`config.mk`:
```
export PLATFORM = sky130hd
export DESIGN_NAME = alu_op_sequencer
export DESIGN_NICKNAME = d
export VERILOG_FILES = /design/src/rtl/alu_pkg.sv /design/src/rtl/alu_regfile.sv /design/src/rtl/alu_op_sequencer.sv
export SDC_FILE = /design/constraint.sdc
export NUM_CORES = 1
export LEC_CHECK = 0
export ABC_CLOCK_PERIOD_IN_PS = 15090
export BUFFER_PORTS_ARGS = -buffer_cell sky130_fd_sc_hd__buf_4
export CAP_MARGIN = 10
export CORE_MARGIN = 2
export CORE_UTILIZATION = 40
export CTS_BUF_LIST = sky130_fd_sc_hd__clkbuf_16
export CTS_CLUSTER_SIZE = 10
export DETAILED_ROUTE_END_ITERATION = 12
export PLACE_DENSITY = 0.67
export SYNTH_ARGS = -nofsm -noshare
export SYNTH_HDL_FRONTEND = slang
export SYNTH_SLANG_ARGS = --single-unit
export TNS_END_PERCENT = 20
```
`constraint.sdc`:
```
create_clock -name clk -period 15.09 [get_ports clk]
set_input_delay 3.018 -clock clk [delete_from_list [all_inputs] [get_ports clk]]
set_output_delay 3.018 -clock clk [all_outputs]
set_load 0.02 [all_outputs]
```
`src/rtl/alu_pkg.sv`:
```
// Shared types for the ALU issue/writeback sequencer: ALU select encoding and
// sequencer FSM states.
package alu_pkg;

    localparam int unsigned OP_W = 2;

    typedef enum logic [OP_W-1:0] {
        ALU_PASS = 2'b00,
        ALU_ADD  = 2'b01,
        ALU_SUB  = 2'b10,
        ALU_CLR  = 2'b11
    } alu_op_t;

    typedef enum logic [1:0] {
        IDLE  = 2'b00,
        READ  = 2'b01,
        EXEC  = 2'b10,
        WRITE = 2'b11
    } seq_state_t;

endpackage

```
`src/rtl/alu_regfile.sv`:
```
// NREGS x WIDTH register file: writeback and external write ports (writeback
// has priority on the same index), two operand read ports and a debug read port.
module alu_regfile #(
    parameter  int unsigned WIDTH = 32,
    parameter  int unsigned NREGS = 8,
    localparam int unsigned AW    = $clog2(NREGS)
) (
    input  logic             clk,
    input  logic             reset,
    input  logic             wb_en_i,
    input  logic [AW-1:0]    wb_addr_i,
    input  logic [WIDTH-1:0] wb_data_i,
    input  logic             ext_en_i,
    input  logic [AW-1:0]    ext_addr_i,
    input  logic [WIDTH-1:0] ext_data_i,
    input  logic [AW-1:0]    rs1_addr_i,
    output logic [WIDTH-1:0] rs1_data_c_o,
    input  logic [AW-1:0]    rs2_addr_i,
    output logic [WIDTH-1:0] rs2_data_c_o,
    input  logic [AW-1:0]    dbg_addr_i,
    output logic [WIDTH-1:0] dbg_data_c_o
);

    logic [WIDTH-1:0] regs_q [NREGS];
    logic [WIDTH-1:0] regs_d [NREGS];

    // External write applied first so a same-index writeback overrides it
    always_comb begin
        for (int i = 0; i < int'(NREGS); i++) begin
            regs_d[i] = regs_q[i];
        end
        if (ext_en_i) begin
            regs_d[ext_addr_i] = ext_data_i;
        end
        if (wb_en_i) begin
            regs_d[wb_addr_i] = wb_data_i;
        end
    end

    always_ff @(posedge clk or posedge reset) begin
        if (reset) begin
            for (int i = 0; i < int'(NREGS); i++) begin
                regs_q[i] <= '0;
            end
        end else begin
            for (int i = 0; i < int'(NREGS); i++) begin
                regs_q[i] <= regs_d[i];
            end
        end
    end

    assign rs1_data_c_o = regs_q[rs1_addr_i];
    assign rs2_data_c_o = regs_q[rs2_addr_i];
    assign dbg_data_c_o = regs_q[dbg_addr_i];

endmodule

```
`src/rtl/alu_op_sequencer.sv`:
```
// Issue/writeback controller in front of a combinational ALU: accepts one
// instruction, drives registered ALU inputs, captures the result, writes back.
module alu_op_sequencer
    import alu_pkg::*;
#(
    parameter  int unsigned WIDTH = 32,
    parameter  int unsigned NREGS = 8,
    localparam int unsigned AW    = $clog2(NREGS)
) (
    input  logic             clk,
    input  logic             reset,
    input  logic             instr_valid,
    output logic             instr_ready,
    input  logic [1:0]       instr_op,
    input  logic [AW-1:0]    instr_rd,
    input  logic [AW-1:0]    instr_rs1,
    input  logic [AW-1:0]    instr_rs2,
    output logic [WIDTH-1:0] alu_a,
    output logic [WIDTH-1:0] alu_b,
    output logic [1:0]       alu_sel,
    input  logic [WIDTH-1:0] alu_result,
    input  logic             wr_en,
    input  logic [AW-1:0]    wr_addr,
    input  logic [WIDTH-1:0] wr_data,
    input  logic [AW-1:0]    dbg_addr,
    output logic [WIDTH-1:0] dbg_data,
    output logic             done,
    output logic [AW-1:0]    done_rd,
    output logic [WIDTH-1:0] done_data,
    output logic             zero
);

    seq_state_t       state_q, state_d;
    alu_op_t          op_q, op_d;
    logic [AW-1:0]    rd_q, rd_d;
    logic [AW-1:0]    rs1_q, rs1_d;
    logic [AW-1:0]    rs2_q, rs2_d;
    logic [WIDTH-1:0] alu_a_q, alu_a_d;
    logic [WIDTH-1:0] alu_b_q, alu_b_d;
    alu_op_t          alu_sel_q, alu_sel_d;
    logic             done_q, done_d;
    logic [AW-1:0]    done_rd_q, done_rd_d;
    logic [WIDTH-1:0] done_data_q, done_data_d;
    logic             zero_q, zero_d;

    logic [WIDTH-1:0] rs1_data_c;
    logic [WIDTH-1:0] rs2_data_c;
    logic             accept_c;
    logic             wb_en_c;

    assign instr_ready = (state_q == IDLE) && !reset;
    assign accept_c    = instr_valid && instr_ready;
    assign wb_en_c     = (state_q == WRITE);

    alu_regfile #(
        .WIDTH (WIDTH),
        .NREGS (NREGS)
    ) u_regfile (
        .clk          (clk),
        .reset        (reset),
        .wb_en_i      (wb_en_c),
        .wb_addr_i    (done_rd_q),
        .wb_data_i    (done_data_q),
        .ext_en_i     (wr_en),
        .ext_addr_i   (wr_addr),
        .ext_data_i   (wr_data),
        .rs1_addr_i   (rs1_q),
        .rs1_data_c_o (rs1_data_c),
        .rs2_addr_i   (rs2_q),
        .rs2_data_c_o (rs2_data_c),
        .dbg_addr_i   (dbg_addr),
        .dbg_data_c_o (dbg_data)
    );

    // Result/done registers load at the end of EXEC so they are live during WRITE
    always_comb begin
        state_d     = state_q;
        op_d        = op_q;
        rd_d        = rd_q;
        rs1_d       = rs1_q;
        rs2_d       = rs2_q;
        alu_a_d     = alu_a_q;
        alu_b_d     = alu_b_q;
        alu_sel_d   = alu_sel_q;
        done_d      = 1'b0;
        done_rd_d   = done_rd_q;
        done_data_d = done_data_q;
        zero_d      = zero_q;
        case (state_q)
            IDLE: begin
                if (accept_c) begin
                    op_d    = alu_op_t'(instr_op);
                    rd_d    = instr_rd;
                    rs1_d   = instr_rs1;
                    rs2_d   = instr_rs2;
                    state_d = READ;
                end
            end
            READ: begin
                alu_a_d   = rs1_data_c;
                alu_b_d   = rs2_data_c;
                alu_sel_d = op_q;
                state_d   = EXEC;
            end
            EXEC: begin
                done_d      = 1'b1;
                done_rd_d   = rd_q;
                done_data_d = alu_result;
                zero_d      = (alu_result == '0);
                state_d     = WRITE;
            end
            WRITE: begin
                state_d = IDLE;
            end
            default: begin
                state_d = IDLE;
            end
        endcase
    end

    always_ff @(posedge clk or posedge reset) begin
        if (reset) begin
            state_q     <= IDLE;
            op_q        <= ALU_PASS;
            rd_q        <= '0;
            rs1_q       <= '0;
            rs2_q       <= '0;
            alu_a_q     <= '0;
            alu_b_q     <= '0;
            alu_sel_q   <= ALU_PASS;
            done_q      <= 1'b0;
            done_rd_q   <= '0;
            done_data_q <= '0;
            zero_q      <= 1'b0;
        end else begin
            state_q     <= state_d;
            op_q        <= op_d;
            rd_q        <= rd_d;
            rs1_q       <= rs1_d;
            rs2_q       <= rs2_d;
            alu_a_q     <= alu_a_d;
            alu_b_q     <= alu_b_d;
            alu_sel_q   <= alu_sel_d;
            done_q      <= done_d;
            done_rd_q   <= done_rd_d;
            done_data_q <= done_data_d;
            zero_q      <= zero_d;
        end
    end

    assign alu_a     = alu_a_q;
    assign alu_b     = alu_b_q;
    assign alu_sel   = 2'(alu_sel_q);
    assign done      = done_q;
    assign done_rd   = done_rd_q;
    assign done_data = done_data_q;
    assign zero      = zero_q;

endmodule
```
==> flow_summary.ini <==
[timing]
setup_tns_ns = 0
skew_ns = 0.01756
clock.fmax_ghz = 0.1183
fin_crit_sh = 0.5604
drv_slew = 0
worstMarginPinSlew_ns = 1.190
rsz0062_at_grt = no
setup_viol = 0
min_period_ns = 8.456
setup_ws_ns = 6.634
hold_viol = 0
relSlewSlack = 0.1991
hold_slack_ns = 0.5042

[clock_tree]
cts.sinks = 372
root_buffer = clkbuf_16
cts_buffers = 45
post_cts_buffers = 0
cts_tree = done
cts.htree.levels = 2
path_clk_slew_ns = 0.06
ctsResizeCount = 0
clk_latency_ns = 0.58
ctsHoldBuffers = 0
clock_path_buffers = 3

[setup_path]
slowest_delay_ns = 0.72
timing.reg2reg.setup_slack_ns = 12.42
crit_slowest_cell = buf_4
start_kind = primary input
reg2reg_from = rs1_q[0]
crit_arrival_ns = 5.44
required_ns = 12.07
reg2reg_depth = 4
crit_top_cell = buf_4
r2r_end = alu_a[5]
critPathKind = in -> out
crit_fanout = 33
crit_chain = buf_4 -> buf_4 -> mux4_1 -> mux2_2 -> buf_4
endpoint_kind = primary output

[place]
dp_hpwl_mm = 39.22
dp.cells = 2640
gp_congestion = 0.8217
numPortBuffers = 220
dp_slack_ns = 6.571

[logic_synthesis]
synthCells = 1871
syn_nets = 1960
yosys-top-cells-area = dfrtp_1 42%, mux4_2 18%, mux2i_1 14%
async_reset_ff_frac = 1.000
avgSynthCellArea_um2 = 11.85
synth_edf_count = 0
ys_types = 32
synthTopCellsByCount = 372 x dfrtp_1, 320 x mux2i_1, 194 x nor2_1
synth-main-ff-cell = dfrtp_1
ys_ff_latch = 372
synth.most_common_cell = dfrtp_1
ys_seq_area_frac = 0.4199
yosys_warnings = 0
synth_top_area_frac = 0.4199
netlist_area_um2 = 22170
yosys.area.top_type = dfrtp_1

[layout]
drive_gt1_frac = 0.2940
nFillCells = 4975
num_antenna_cells = 0
fin_cells = 2707
nNetsFinal = 2028
ff_latch_area_um2 = 9329
synthToLayoutAreaGrowth_pct = 13.24
multi_input_area_um2 = 11700

[die]
io_pins = 221
rows = 86
die-height_um = 239.4
die_area_um2 = 57320
initial_core_util = 0.4032
fp.dieW_um = 239.4
core_area_um2 = 54990

[route]
drt_iter0_markers = 1590
postRouteWirelength_mm = 67.40
via_per_inst = 5.926
vias = 16040
wl_per_cell_um = 24.90
firstDrtPassIters = 8
ant_nets = 0
drc_errors = 0

[min_path]
holdPathEnd = done_rd[0]
hold_class = reg -> reg
holdPathStages = 1
hold_path.startpoint = rd_q[0]

[job]
drv_cap = 0

[power_and_ir_drop]
p_leak_nw = 10.54
vdd_drop_max_mv = 0.09996
power.total_w = 0.005815
power_density_nw_per_um2 = 231.7

[grt]
grt_max_degree = 180
gr-usage-all-layers = 0.2371
grt_pass1_wl_mm = 101.9
grt_pass1_vias = 16200
overflow = 0
antenna_found_initial = 0

[status]
outcome = finished clean
[per-layer routing]
layer  vias to the layer above  share of wire  track usage  routed length, µm
met1                      8108           0.42       0.3299              28510
met2                       797           0.47       0.3717              31570
met4                         0          0.027      0.07330               1804
li1                       7001              -            -                  -
met5                         -              0            0                  0
met3                       136          0.082      0.05186               5522
[where the power goes]
part	internal (W)	switching (W)
registers	0.00150	0.000744
logic	0.00143	0.00117
clock network	0.000551	0.000417
total	0.00348	0.00233
[worst max-delay path, delay by kind of cell]
family | cells | cell delay, ns
buffers and inverters | 3 | 1.42
muxes | 2 | 0.95
[logic make-up after synthesis]
group / share of synthesized area
compound gates: 0.07287
mux: 0.3826
fa+ha+maj: 0.002258
flops: 0.4199
buf+inv: 0.05582
simple gates: 0.06655
[worst max path at each step]
stage,startpoint,endpoint,slack (ns),cells after the start
4_1_cts,dbg_addr[0],dbg_data[21],6.56,5
6_report,dbg_addr[0],dbg_data[21],6.63,5
3_3_place_gp,dbg_addr[0],dbg_data[26],6.66,5
5_1_grt,dbg_addr[0],dbg_data[21],6.44,5
2_1_floorplan,reset,alu_a[0],1.74,1
3_5_place_dp,dbg_addr[0],dbg_data[21],6.57,5
[cells in the final DEF, fill, tap and decap left out, types with 2 or more instances in the layout]
| master | netlist | layout |
|---|---|---|
| a21oi_1 | 192 | 192 |
| and4bb_2 | 2 | 2 |
| buf_4 | 14 | 245 |
| clkbuf_16 | 0 | 47 |
| clkinv_1 | 0 | 5 |
| clkinv_2 | 0 | 2 |
| dfrtp_1 | 372 | 366 |
| dfrtp_4 | 0 | 5 |
| ha_1 | 4 | 2 |
| inv_1 | 3 | 13 |
| mux2_2 | 81 | 81 |
| mux2i_1 | 320 | 320 |
| mux4_1 | 11 | 11 |
| mux4_2 | 181 | 181 |
| nand2_1 | 129 | 129 |
| nand4_1 | 4 | 4 |
| nand4b_1 | 6 | 6 |
| nor2_1 | 194 | 194 |
| nor4_1 | 6 | 6 |
| nor4b_4 | 2 | 2 |
| nor4bb_4 | 0 | 4 |
| o21ai_0 | 98 | 98 |
| o21ai_1 | 30 | 30 |
[cell type report]
class | instances | share of cell area
clock buffers | 47 | 0.04685
clock inverters | 20 | 0.003439
inverters | 3 | 0.0007477
multi-input cells | 1271 | 0.4660
flip-flops and latches | 372 | 0.3716
well taps | 748 | 0.03728
repair buffers | 246 | 0.07407
[flip-flops by register name, summed over array words and instances (netlist names), 2 cells and up]
signal,flops
op_q,2
state_q,2
alu_b,32
rs2_q,3
done_data,32
rs1_q,3
u_regfile.regs_q,256
done_rd,3
rd_q,3
alu_sel,2
alu_a,32
[stage by stage]
stage               area (µm²)    util
floorplan                22170       -
global placement         23840  0.4336
detailed placement       23840  0.4336
CTS                      25100  0.4565
global route             25100  0.4565
finish                   25100  0.4565
Power figures use the tool's default switching activity.
